### config.mk
export PLATFORM = sky130hd
export DESIGN_NAME = miriscv_gpr_dump
export DESIGN_NICKNAME = d
export VERILOG_FILES = /design/src/rtl/miriscv_gpr_dump.sv
export SDC_FILE = /design/constraint.sdc
export NUM_CORES = 1
export LEC_CHECK = 0
export BUFFER_PORTS_ARGS = -buffer_cell sky130_fd_sc_hd__buf_2
export CAP_MARGIN = 10
export CORE_MARGIN = 4
export CORE_UTILIZATION = 40
export DETAILED_ROUTE_END_ITERATION = 10
export PLACE_DENSITY = 0.71
export SLEW_MARGIN = 20
export SYNTH_ARGS = -nofsm -noshare
export SYNTH_HDL_FRONTEND = slang
export SYNTH_SLANG_ARGS = --single-unit
### constraint.sdc
create_clock -name clk_i -period 2 [get_ports clk_i]
set_input_delay 0.2 -clock clk_i [delete_from_list [all_inputs] [get_ports clk_i]]
set_output_delay 0.2 -clock clk_i [all_outputs]
set_load 0.02 [all_outputs]
### src/rtl/miriscv_gpr_dump.sv
// Walks the GPR file in ascending order through a spare synchronous read port and
// streams {address, value} pairs on a valid/ready interface for debug/trace.
module miriscv_gpr_dump #(
    parameter int unsigned XLEN       = 32,
    parameter int unsigned GPR_ADDR_W = 5,
    parameter int unsigned GPR_DEPTH  = 2**GPR_ADDR_W,
    parameter int unsigned SKIP_X0    = 1
) (
    input  logic                  clk_i,
    input  logic                  rst_i,
    input  logic                  start_i,
    input  logic                  abort_i,
    output logic                  busy_o,
    output logic                  done_o,
    output logic [GPR_ADDR_W-1:0] gpr_raddr_o,
    input  logic [XLEN-1:0]       gpr_rdata_i,
    output logic                  dump_valid_o,
    input  logic                  dump_ready_i,
    output logic [GPR_ADDR_W-1:0] dump_addr_o,
    output logic [XLEN-1:0]       dump_data_o
);

    localparam logic [GPR_ADDR_W-1:0] START_ADDR = GPR_ADDR_W'((SKIP_X0 != 0) ? 1 : 0);
    localparam logic [GPR_ADDR_W-1:0] LAST_ADDR  = GPR_ADDR_W'(GPR_DEPTH - 1);

    typedef enum logic [1:0] {
        IDLE,
        READ,
        SEND
    } state_t;

    state_t                  state;
    logic [GPR_ADDR_W-1:0]   cnt;

    assign busy_o = (state != IDLE);

    // gpr_raddr_o runs one address ahead of cnt so the synchronous read port
    // has the next register's data ready in the READ cycle that follows a handshake.
    always_ff @(posedge clk_i) begin
        if (rst_i) begin
            state        <= IDLE;
            cnt          <= '0;
            gpr_raddr_o  <= '0;
            dump_valid_o <= 1'b0;
            dump_addr_o  <= '0;
            dump_data_o  <= '0;
            done_o       <= 1'b0;
        end else begin
            done_o <= 1'b0;
            case (state)
                IDLE: begin
                    cnt         <= START_ADDR;
                    gpr_raddr_o <= START_ADDR;
                    if (start_i && !abort_i) begin
                        state <= READ;
                    end
                end
                READ: begin
                    if (abort_i) begin
                        state       <= IDLE;
                        cnt         <= START_ADDR;
                        gpr_raddr_o <= START_ADDR;
                    end else begin
                        dump_addr_o  <= cnt;
                        dump_data_o  <= (cnt == '0) ? '0 : gpr_rdata_i;
                        dump_valid_o <= 1'b1;
                        if (cnt != LAST_ADDR) begin
                            gpr_raddr_o <= cnt + GPR_ADDR_W'(1);
                        end
                        state <= SEND;
                    end
                end
                SEND: begin
                    if (abort_i) begin
                        dump_valid_o <= 1'b0;
                        state        <= IDLE;
                        cnt          <= START_ADDR;
                        gpr_raddr_o  <= START_ADDR;
                    end else if (dump_ready_i) begin
                        dump_valid_o <= 1'b0;
                        if (cnt == LAST_ADDR) begin
                            done_o      <= 1'b1;
                            state       <= IDLE;
                            cnt         <= START_ADDR;
                            gpr_raddr_o <= START_ADDR;
                        end else begin
                            cnt   <= cnt + GPR_ADDR_W'(1);
                            state <= READ;
                        end
                    end
                end
                default: state <= IDLE;
            endcase
        end
    end

endmodule

==> key figures <==
Placement
  • Gpl congestion: 0.7990
  • Detail Placement HPWL: 3.223 mm
  • PortBufs: 81

Critical path
  • Critical path capture point type: flop
  • Setup CP Type: flop to flop
  • Crit path max-delay family: simple AND/OR/NAND/NOR gates
  • Buf/Inv on CP: 0
  • Worst EP arrival: 2.08 ns
  • CP Launch Type: flop
  • CP peak stage delay: 0.35 ns
  • Maximum fanout along the worst path: 6
  • Cell Chain, Critical Path: ha_1 -> and3_1 -> ha_2 -> nor2b_1 -> o21a_2 -> nor2_2 -> mux2_2
  • CP Data Required Time: 2.20 ns
  • Slowest CP cell: mux2_2

Clock network
  • Clock root buffer: clkbuf_8
  • Total CTS buffers: 5
  • CTS Hold Bufs: 0
  • Clk buf depth: 2
  • CTS tree: built
  • Post-CTS setup buffers: 0
  • H-Tree Depth: 2
  • Clock transition at the registers of the reported paths: 0.09 ns
  • Sinks on Clock Net: 51
  • Worst skew pair latency: 0.30 ns

Flow run
  • Max-Cap Viols: 0

Timing
  • Hold Fails Final Rpt: 0
  • RSZ-0062 raised after global routing: no
  • Fmax: 0.5311 GHz
  • Slew of the pin with the lowest slew margin: 0.5488 ns
  • Max-slew headroom: 0.6290
  • Skew final: 0.006275 ns
  • Slew Limit Fails: 0
  • Final period utilization: 0.9414
  • Final setup fails: 0
  • Min Tclk post-route: 1.883 ns
  • Setup TNS: 0 ns

Floorplan
  • Die W: 77.77 um
  • Starting Density: 0.4122
  • Die ar.: 6047 um2
  • I/O pins: 82
  • FP Rows: 25
  • Core ar.: 4723 um2
  • Die Y: 77.77 um

Synthesis
  • Yosys cell types: 37
  • Sequential element share of the synthesized area: 0.5244
  • Mapped Avg Cell Area: 9.227 um2
  • Mapped Nets: 251
  • Syn Inst Count: 211
  • Synth Register Bits: 51
  • Syn. warnings: 0
  • Synthesized area: 1947 um2

Pwr
  • P_leak: 1.113 nW
  • Pwr Density: 712.7 nW/um2
  • Tot Pwr: 1.781 mW
  • Peak VDD IR: 0.3312 mV

Drt
  • Final wirelength: 4.495 mm
  • First-pass DRT Iterations: 4
  • DRC: 0
  • Final ANT Viol Nets: 0
  • Detailed Route Iter0 Violations: 121
  • Routed WL per cell: 12.63 um
  • Vias: 1756
  • Vias/cell: 4.933

Hold path
  • Worst Hold Class: input port to flop

Global route
  • Gr usage total: 0.1460
  • GRT overflow: 0
  • Vias in the first global route: 1553
  • Largest net degree at the start of global routing: 33
  • Initial antenna violation count: 0
  • First-pass GRT wire length: 7.155 mm

Cells and area
  • Layout cells sized above 1: 0.3599
  • Ant. Diodes: 0
  • Total Nets Final: 328
  • Area grow syn2layout: 28.34%

Status
  • Status: completed
==> flip-flops by register name, summed over array words and instances, names as in the netlist <==
name,flops
dump_data_o,32
cnt,5
dump_addr_o,5
gpr_raddr_o,5
state,2
done_o,1
dump_valid_o,1
==> routing by layer <==
layer / vias up / GRT usage / share of wire
li1: 895 / - / -
met1: 801 / 0.1847 / 0.44
met2: 55 / 0.2295 / 0.47
met3: 5 / 0.04640 / 0.068
met4: 0 / 0.05872 / 0.016
met5: - / 0 / 0
==> kinds of logic (layout without fill, tap and decap cells) <==
family	after synthesis	in the layout	share of synthesized area
AOI/OAI and AO/OA	61	61	0.2179
adders and majority gates	3	3	0.01928
buffers and inverters	20	98	0.05141
DFF	51	51	0.5244
muxes	2	2	0.01093
and+or+nand+nor	74	74	0.1761
==> worst paths after layout <==
path | cells after the start | to | slack [ns] | from
hold reg to reg | 2 | dump_addr_o[3] | 0.46 | dump_addr_o[3]
setup / recovery | 7 | gpr_raddr_o[3] | 0.12 | cnt[1]
setup reg to reg | 7 | gpr_raddr_o[3] | 0.12 | cnt[1]
hold / removal | 3 | dump_data_o[14] | 0.13 | gpr_rdata_i[14]
==> worst min-delay path, cell delays in order <==
cell	delay [ns]
buf_2	0.07
a22oi_1	0.05
nor2_1	0.07
==> area by class of cell <==
class | count | area (um2)
fillers | 441 | 2225
flip-flops and latches | 51 | 1022
multi-input cells | 140 | 832.0
repair buffers | 87 | 450.4
well taps | 67 | 83.83
clock buffers | 6 | 82.58
clock inverters | 2 | 16.27
inverters | 3 | 11.26
==> cells in the final DEF, fill, tap and decap left out, types with 2 or more instances in the layout <==
master,n
a211oi_1,2
a21o_1,2
a21oi_1,13
a22oi_1,32
buf_2,81
buf_4,6
clkbuf_8,6
dfxtp_1,50
ha_1,2
inv_1,3
nand2_1,14
nand2b_1,3
nand4_1,2
nor2_1,36
nor2_2,2
nor2b_1,5
nor3b_1,2
nor4b_1,2
o21ai_0,5
or2_2,2
==> power by group <==
part,switching (mW),leakage (nW),total (mW),internal [mW]
Clock,0.332,0.0474,0.614,0.283
Sequential,0.00865,0.413,1.04,1.03
Combinational,0.0750,0.653,0.130,0.0552
Total,0.415,1.11,1.78,1.37
==> through the flow <==
step | cells | utilization | hold WS [ns] | setup slack, ns | instance area [um2]
4_1_cts | 356 | 0.5274 | 0.1195 | 0.05595 | 2491
5_1_grt | 356 | 0.5290 | 0.1178 | 0.01417 | 2499
3_5_place_dp | 348 | 0.5065 | 0.4422 | 0.07721 | 2392
6_report | 356 | 0.5290 | 0.1301 | 0.1173 | 2499
2_1_floorplan | 211 | - | 0.3404 | 0.1265 | 1947
3_3_place_gp | 348 | 0.5065 | 0.4326 | 0.1399 | 2392
==> what timing repair did <==
item | 4_1_cts | 5_1_grt
endpoints found under the hold margin | 0 | 0
resized for setup | 0 | 4
endpoints found under the setup margin | 0 | 3
==> cell usage after synthesis (all sizes together) <==
cell | instances | area, um2
dfxtp | 51 | 1021
nor2 | 38 | 145.1
a22oi | 32 | 240.2
nand2 | 14 | 52.55
a21oi | 13 | 65.06
buf | 10 | 62.55
clkbuf | 7 | 26.28
nor2b | 5 | 31.28
o21ai | 5 | 25.02
ha | 3 | 37.54
inv | 3 | 11.26
nand2b | 3 | 18.77
a211oi | 2 | 15.01
a21o | 2 | 15.01
nand4 | 2 | 12.51
nor3b | 2 | 15.01
nor4b | 2 | 17.52
or2 | 2 | 12.51
a2111o | 1 | 11.26
a2bb2oi | 1 | 8.760
a311oi | 1 | 8.760
a32o | 1 | 10.01
and2 | 1 | 6.260
and3 | 1 | 6.260
mux2 | 1 | 11.26
mux2i | 1 | 10.01
nand3 | 1 | 5.000
nor3 | 1 | 5.000
nor4 | 1 | 6.260
o21a | 1 | 7.510
o21ba | 1 | 10.01
o21bai | 1 | 7.510
or3b | 1 | 8.760
No activity file was read; power rests on OpenSTA's default activity.
